File: src/rtl/rx_dispatch.sv
// rx_dispatch: decodes one read instruction into held per-buffer config handshakes {i,d,p,a},
// tracks buffer completion and reports it. Define RX_TIMEOUT_EN to enable the WAIT watchdog.
module rx_dispatch #(
    parameter int unsigned PE_NUM      = 32,
    parameter int unsigned GRP_SIZE    = 4,
    parameter int unsigned INST_W      = 64,
    parameter int unsigned TD_RATE     = 4,
    parameter int unsigned TIMEOUT_CYC = 65535
) (
    input  logic              clk,
    input  logic              rst,
    input  logic [3:0]        layer_type,
    input  logic [3:0]        in_ch_seg,
    input  logic [3:0]        out_ch_seg,
    input  logic              depool,
    input  logic              ins_valid,
    output logic              ins_ready,
    input  logic [INST_W-1:0] ins,
    output logic [3:0]        conf_valid,
    input  logic [3:0]        conf_ready,
    output logic [3:0]        conf_mode,
    output logic [15:0]       conf_num,
    output logic [3:0]        conf_ch_num,
    output logic [3:0]        conf_row_num,
    output logic [3:0]        conf_pix_num,
    output logic [PE_NUM-1:0] conf_mask,
    output logic              conf_depool,
    input  logic [3:0]        buf_done,
    output logic              rx_done_pulse,
    output logic [PE_NUM-1:0] buf_mask,
    output logic [3:0]        buf_type,
    output logic              err_pulse,
    output logic [1:0]        ddr1_ready_mux,
    output logic [1:0]        ddr2_ready_mux
);

    localparam logic [3:0] RD_OP_D  = 4'h0;
    localparam logic [3:0] RD_OP_DW = 4'h1;
    localparam logic [3:0] RD_OP_G  = 4'h4;

    localparam int unsigned BIT_I   = 3;
    localparam int unsigned BIT_D   = 2;
    localparam int unsigned BIT_P   = 1;
    localparam int unsigned BIT_A   = 0;
    localparam int unsigned GRP_NUM = PE_NUM / GRP_SIZE;

    typedef enum logic [2:0] {
        StIdle,
        StIssue,
        StWait,
        StDone,
        StErr
    } state_e;

    state_e            state_q, state_d;
    logic [3:0]        tgt_q, tgt_d;
    logic [3:0]        conf_valid_q, conf_valid_d;
    logic [3:0]        hs_seen_q, hs_seen_d;
    logic [3:0]        done_q, done_d;
    logic [3:0]        conf_mode_q, conf_mode_d;
    logic [15:0]       conf_num_q, conf_num_d;
    logic [3:0]        conf_ch_q, conf_ch_d;
    logic [3:0]        conf_row_q, conf_row_d;
    logic [3:0]        conf_pix_q, conf_pix_d;
    logic [PE_NUM-1:0] conf_mask_q, conf_mask_d;
    logic              conf_depool_q, conf_depool_d;
    logic [PE_NUM-1:0] buf_mask_q, buf_mask_d;
    logic [3:0]        buf_type_q, buf_type_d;
    logic [1:0]        ddr1_q, ddr1_d;
    logic [1:0]        ddr2_q, ddr2_d;

    // Instruction fields; p_size overlaps row_num/pix_num by design.
    logic [3:0]  opcode;
    logic [5:0]  buf_id;
    logic [11:0] p_size;
    logic [3:0]  row_num;
    logic [3:0]  pix_num;
    logic [7:0]  size;
    logic        unused_ins;

    assign opcode     = ins[61:58];
    assign buf_id     = ins[57:52];
    assign p_size     = ins[51:40];
    assign row_num    = ins[47:44];
    assign pix_num    = ins[43:40];
    assign size       = ins[39:32];
    assign unused_ins = ^{ins[INST_W-1:62], ins[31:0]};

    logic              pe_mode;
    logic [3:0]        dec_tgt;
    logic              dec_legal;
    logic              id_in_range;
    logic [PE_NUM-1:0] sel_mask;
    logic [PE_NUM-1:0] grp_mask;
    logic [PE_NUM-1:0] dec_mask;
    logic [15:0]       dec_num;
    logic [3:0]        dec_ch;
    logic [3:0]        dec_row;
    logic [3:0]        dec_pix;

    assign pe_mode = (layer_type[2:1] == 2'b10);

    always_comb begin
        dec_tgt   = 4'b0000;
        dec_legal = 1'b1;
        case (opcode)
            RD_OP_DW: begin
                dec_tgt[BIT_I] = 1'b1;
                dec_tgt[BIT_P] = !pe_mode;
            end
            RD_OP_D: begin
                dec_tgt[BIT_D] = 1'b1;
            end
            RD_OP_G: begin
                dec_tgt[BIT_D] = 1'b1;
                dec_tgt[BIT_P] = pe_mode;
            end
            default: begin
                dec_tgt[BIT_A] = pe_mode;
                dec_legal      = pe_mode;
            end
        endcase

        for (int k = 0; k < PE_NUM; k++) begin
            sel_mask[k] = (32'(k) == 32'(buf_id));
            grp_mask[k] = ((32'(k) / GRP_SIZE) == 32'(buf_id));
        end
        // An id whose mask would reach past the last PE is rejected rather than truncated.
        id_in_range = layer_type[0] ? (32'(buf_id) < PE_NUM) : (32'(buf_id) < GRP_NUM);

        if (dec_tgt[BIT_D]) begin
            dec_mask = '1;
        end else begin
            dec_mask  = layer_type[0] ? sel_mask : grp_mask;
            dec_legal = dec_legal && id_in_range;
        end
    end

    // Shared payload bus: i owns num over p, p owns ch_num over d.
    always_comb begin
        dec_num = 16'h0000;
        dec_ch  = 4'h0;
        dec_row = 4'h0;
        dec_pix = 4'h0;
        if (dec_tgt[BIT_A]) begin
            dec_num = opcode[1] ? 16'(32'(p_size) * TD_RATE) : {4'h0, p_size};
        end
        if (dec_tgt[BIT_D]) begin
            dec_ch  = in_ch_seg;
            dec_row = row_num;
            dec_pix = pix_num;
        end
        if (dec_tgt[BIT_P]) begin
            dec_num = {4'h0, p_size};
            dec_ch  = (opcode == RD_OP_G) ? out_ch_seg : size[3:0];
        end
        if (dec_tgt[BIT_I]) begin
            dec_num = {8'h00, size};
        end
    end

    logic tmo_hit;

`ifdef RX_TIMEOUT_EN
    logic [15:0] tmo_cnt_q, tmo_cnt_d;

    assign tmo_cnt_d = (state_q == StWait) ? tmo_cnt_q + 16'd1 : 16'd0;
    assign tmo_hit   = (state_q == StWait) && (tmo_cnt_q == 16'(TIMEOUT_CYC));

    always_ff @(posedge clk or posedge rst) begin
        if (rst) begin
            tmo_cnt_q <= 16'd0;
        end else begin
            tmo_cnt_q <= tmo_cnt_d;
        end
    end
`else
    assign tmo_hit = 1'b0;
`endif

    logic [3:0] handshake;
    logic [3:0] done_hit;

    assign handshake = conf_valid_q & conf_ready;
    // A done only counts once its buffer has been configured in an earlier cycle.
    assign done_hit  = buf_done & tgt_q & hs_seen_q;

    always_comb begin
        state_d       = state_q;
        tgt_d         = tgt_q;
        conf_valid_d  = conf_valid_q;
        hs_seen_d     = hs_seen_q;
        done_d        = done_q;
        conf_mode_d   = conf_mode_q;
        conf_num_d    = conf_num_q;
        conf_ch_d     = conf_ch_q;
        conf_row_d    = conf_row_q;
        conf_pix_d    = conf_pix_q;
        conf_mask_d   = conf_mask_q;
        conf_depool_d = conf_depool_q;
        buf_mask_d    = buf_mask_q;
        buf_type_d    = buf_type_q;
        ddr1_d        = ddr1_q;
        ddr2_d        = ddr2_q;

        unique case (state_q)
            StIdle: begin
                if (ins_valid) begin
                    if (!dec_legal) begin
                        state_d = StErr;
                    end else begin
                        state_d       = StIssue;
                        tgt_d         = dec_tgt;
                        conf_valid_d  = dec_tgt;
                        hs_seen_d     = 4'b0000;
                        done_d        = 4'b0000;
                        conf_mode_d   = layer_type;
                        conf_num_d    = dec_num;
                        conf_ch_d     = dec_ch;
                        conf_row_d    = dec_row;
                        conf_pix_d    = dec_pix;
                        conf_mask_d   = dec_mask;
                        conf_depool_d = depool;
                        case (dec_tgt)
                            4'b0100: begin ddr1_d = 2'b00; ddr2_d = 2'b00; end
                            4'b1010: begin ddr1_d = 2'b01; ddr2_d = 2'b01; end
                            4'b1000: begin ddr1_d = 2'b01; ddr2_d = 2'b10; end
                            4'b0010: begin ddr1_d = 2'b10; end
                            4'b0001: begin ddr2_d = 2'b10; end
                            4'b0110: begin ddr1_d = 2'b00; ddr2_d = 2'b01; end
                            default: ;
                        endcase
                    end
                end
            end
            StIssue: begin
                conf_valid_d = conf_valid_q & ~handshake;
                hs_seen_d    = hs_seen_q | handshake;
                done_d       = done_q | done_hit;
                if (conf_valid_d == 4'b0000) begin
                    state_d = StWait;
                end
            end
            StWait: begin
                done_d = done_q | done_hit;
                if (done_d == tgt_q) begin
                    state_d    = StDone;
                    buf_mask_d = conf_mask_q;
                    buf_type_d = tgt_q;
                end else if (tmo_hit) begin
                    state_d = StErr;
                    done_d  = 4'b0000;
                end
            end
            StDone: begin
                state_d = StIdle;
            end
            StErr: begin
                state_d = StIdle;
            end
            default: begin
                state_d = StIdle;
            end
        endcase
    end

    always_ff @(posedge clk or posedge rst) begin
        if (rst) begin
            state_q       <= StIdle;
            tgt_q         <= 4'b0000;
            conf_valid_q  <= 4'b0000;
            hs_seen_q     <= 4'b0000;
            done_q        <= 4'b0000;
            conf_mode_q   <= 4'h0;
            conf_num_q    <= 16'h0000;
            conf_ch_q     <= 4'h0;
            conf_row_q    <= 4'h0;
            conf_pix_q    <= 4'h0;
            conf_mask_q   <= '0;
            conf_depool_q <= 1'b0;
            buf_mask_q    <= '0;
            buf_type_q    <= 4'b0000;
            ddr1_q        <= 2'b00;
            ddr2_q        <= 2'b00;
        end else begin
            state_q       <= state_d;
            tgt_q         <= tgt_d;
            conf_valid_q  <= conf_valid_d;
            hs_seen_q     <= hs_seen_d;
            done_q        <= done_d;
            conf_mode_q   <= conf_mode_d;
            conf_num_q    <= conf_num_d;
            conf_ch_q     <= conf_ch_d;
            conf_row_q    <= conf_row_d;
            conf_pix_q    <= conf_pix_d;
            conf_mask_q   <= conf_mask_d;
            conf_depool_q <= conf_depool_d;
            buf_mask_q    <= buf_mask_d;
            buf_type_q    <= buf_type_d;
            ddr1_q        <= ddr1_d;
            ddr2_q        <= ddr2_d;
        end
    end

    assign ins_ready      = (state_q == StIdle);
    assign rx_done_pulse  = (state_q == StDone);
    assign err_pulse      = (state_q == StErr);
    assign conf_valid     = conf_valid_q;
    assign conf_mode      = conf_mode_q;
    assign conf_num       = conf_num_q;
    assign conf_ch_num    = conf_ch_q;
    assign conf_row_num   = conf_row_q;
    assign conf_pix_num   = conf_pix_q;
    assign conf_mask      = conf_mask_q;
    assign conf_depool    = conf_depool_q;
    assign buf_mask       = buf_mask_q;
    assign buf_type       = buf_type_q;
    assign ddr1_ready_mux = ddr1_q;
    assign ddr2_ready_mux = ddr2_q;

endmodule

File: config.mk
export PLATFORM = sky130hd
export DESIGN_NAME = rx_dispatch
export DESIGN_NICKNAME = d
export VERILOG_FILES = /design/src/rtl/rx_dispatch.sv
export SDC_FILE = /design/constraint.sdc
export NUM_CORES = 1
export LEC_CHECK = 0
export ABC_AREA = 1
export ABC_CLOCK_PERIOD_IN_PS = 10800
export CORE_AREA = 5 5 128 130
export CTS_CLUSTER_DIAMETER = 200
export CTS_CLUSTER_SIZE = 30
export DETAILED_ROUTE_END_ITERATION = 16
export DIE_AREA = 0 0 133 135
export DONT_BUFFER_PORTS = 1
export PLACE_DENSITY_LB_ADDON = 0.2
export SKIP_LAST_GASP = 1
export SLEW_MARGIN = 20
export SYNTH_ARGS = -nofsm -noshare
export SYNTH_HDL_FRONTEND = slang
export SYNTH_SLANG_ARGS = --single-unit
File: constraint.sdc
create_clock -name clk -period 10.8 [get_ports clk]
set_input_delay 1.62 -clock clk [delete_from_list [all_inputs] [get_ports clk]]
set_output_delay 1.62 -clock clk [all_outputs]
set_load 0.1 [all_outputs]
==> run_results.csv <==
group,metric,value,unit
worst_setup_path,endpoint,"ins_ready",
worst_setup_path,r2r-end,"done_q[1]$_DFFE_PP0P_",
timing,maxSlewHeadroom,26.3,%
timing,hold_viol_final,0,
cts,cts_setup_buffers,0,
timing,finalSetupTns,0,ps
place,hpwl,11.6,mm
worst_setup_path,reg2reg_slack,8310,ps
cts,cts_resized,0,
timing,fmax,0.282,GHz
timing,timing.hold.ws,503,ps
worst_setup_path,r2r_cells,7,
cts,clk_pin_slew,50,ps
timing,period_minus_slack,3550,ps
global_route,first_global_vias,4969,
synthesis,synth_top_area_share,51.4,%
cts,cts_hold_buf,0,
synthesis,synth_area_leaders,"dfrtp_1 (51%), nand2_1 (20%), o21ai_0 (8.0%)",
timing,slew_violations,0,
outcome,status,"finished, final reports clean",
floorplan,rows,45,
cts,clock-sinks,122,
synthesis,ys_types,27,
cts,clockBufferDepth,2,
synthesis,avgSynthCellArea,7.52,µm²
timing,worst_pin_slew,1100,ps
worst_setup_path,crit_path_start,"state_q[2]$_DFFE_PP0P_",
cts,tritoncts,"yes",
global_route,gr-total-overflow,0,
cts,htree_levels,4,
synthesis,synth_area,5940,µm²
layout,drive_gt1_share,7.78,%
timing,skew,6.46,ps
cts,root_buffer,"clkbuf_16",
floorplan,die_w,133,µm
global_route,grt_max_degree,77,
floorplan,initial_utilization,39.5,%
drt,vias,4951,
layout,final_util,44.5,%
drt,dr.first_iter.drc_count,312,
floorplan,coreArea,15000,µm²
drt,dr.pass1.iters,5,
floorplan,die_h,135,µm
layout,area_growth_syn_to_layout,12.6,%
worst_setup_path,cp-start-kind,"flip-flop",
worst_setup_path,worst_path_max_delay_cell,"inv_1",
cts,cts_buffers,17,
worst_setup_path,critPathCaptureType,"output pin",
global_route,grt_pass1_wl,25.5,mm
cts,clk_latency,420,ps
synthesis,yosysTopAreaCell,"dfrtp_1",
drt,ant_nets,0,
synthesis,ys_seq_area_share,51.4,%
worst_setup_path,critPathTopFamily,"buffers and inverters",
worst_setup_path,critPathMaxFanout,7,
global_route,globalRouteTotalUtil,18.0,%
synthesis,synth-seq-cells,122,
timing,min_period_over_period,32.9,%
worst_setup_path,required,9180,ps
worst_setup_path,path_depth,3,
place,place.gp.congestion,0.884,
worst_setup_path,crit_type,"flip-flop to output pin",
drt,drc,0,
drt,postRouteWirelength,15.9,mm
worst_setup_path,regToRegStartpoint,"state_q[2]$_DFFE_PP0P_",
timing,setup_violations,0,
synthesis,synth-warning-count,0,
place,io_buffers,0,
floorplan,io-pin-count,200,
timing,rsz0062_at_grt,"no",
layout,diodes,0,
worst_setup_path,critPathMaxStageDelay,680,ps
worst_setup_path,crit_arrival,1930,ps
worst_setup_path,timing.critical_path.cells,"nor2_4, nand2_2, inv_1",
drt,viasPerCell,5.03,
global_route,antenna_found_initial,0,
floorplan,die-area,18000,µm²
layout,fin_nets,873,
worst_setup_path,crit_buf_inv,1,
min_path,holdCritPathClass,"flip-flop to flip-flop",
synthesis,synth_cells,790,
job,cap_violations,0,
drt,routedWlPerCell,16.1,µm
[area by class of cell]
class | count | area [µm²]
timing repair buffer | 3 | 42.5
sequential | 122 | 3050
fill | 1530 | 8350
tap | 188 | 235
clock buffer | 19 | 453
inverter | 89 | 339
clock inverter | 12 | 173
multi-input combinational | 552 | 2390
[worst min path at each step]
stage / startpoint / endpoint / slack, ps / depth (start not counted)
floorplan: hs_seen_q[0]$_DFFE_PP0P_ / hs_seen_q[0]$_DFFE_PP0P_ / 460 / 2
global placement: done_q[2]$_DFFE_PP0P_ / done_q[2]$_DFFE_PP0P_ / 480 / 2
detailed placement: done_q[0]$_DFFE_PP0P_ / done_q[0]$_DFFE_PP0P_ / 490 / 2
CTS: done_q[0]$_DFFE_PP0P_ / done_q[0]$_DFFE_PP0P_ / 500 / 2
global route: done_q[1]$_DFFE_PP0P_ / done_q[1]$_DFFE_PP0P_ / 530 / 2
finish: done_q[0]$_DFFE_PP0P_ / done_q[0]$_DFFE_PP0P_ / 500 / 2
[layout by cell type (no fill, tap or decap), drive strengths merged]
cell type and n:
nand2 319, dfrtp 122, o21ai 116, inv 88, nor2 60, nand3 34, clkbuf 19, nand4 7
clkinv 7, or2 6, a21oi 5, bufinv 4, buf 3, nor3 2, conb 2, clkinvlp 2
nor3b 1
[cells by family after synthesis]
logic type,Yosys count,share of synthesized area (%)
and+or+nand+nor,429,29.8
other,1,0.0632
DFF,122,51.4
buffers and inverters,117,8.49
AOI/OAI and AO/OA,121,10.3
[per-stage QoR]
step	instances	area [µm²]	worst slack, ps
floorplan	791	5940	5940
global placement	954	6060	7080
detailed placement	954	6060	7050
CTS	985	6690	7230
global route	985	6690	7180
finish	985	6690	7250
[flip-flops by register name, indices dropped and copies added (netlist names)]
name	flops
conf_mask	32
conf_num	14
buf_type	4
conf_row_num	4
ddr1_ready_mux	2
done_q	4
state_q	3
conf_depool	1
conf_mode	4
ddr2_ready_mux	2
hs_seen_q	4
buf_mask	32
conf_ch_num	4
conf_valid	4
conf_pix_num	4
tgt_q	4
[Yosys cell counts (all sizes together)]
library cell	instances
nor3	2
buf	14
a21oi	5
inv	88
nand3	34
clkbuf	14
clkinv	1
nor3b	1
nand4	7
conb	1
or2	6
nor2	60
o21ai	116
nand2	319
dfrtp	122
[per-layer routing]
metal	track usage, %	share of wire, %	vias up	routed length (µm)
met2	29.9	48	180	7660
met3	7.64	9.8	17	1550
met1	20.7	41	2299	6430
met5	0	0	-	0
met4	6.70	1.4	0	229
li1	-	-	2455	-
[worst min-delay path, cell delays in order (launching register included)]
cell and delay [ps]:
dfrtp_1 360, nand2_1 60, nand2_1 50
Power is not shown: default switching activity piles up to over one toggle a cycle in this logic, so the estimate is an artifact.
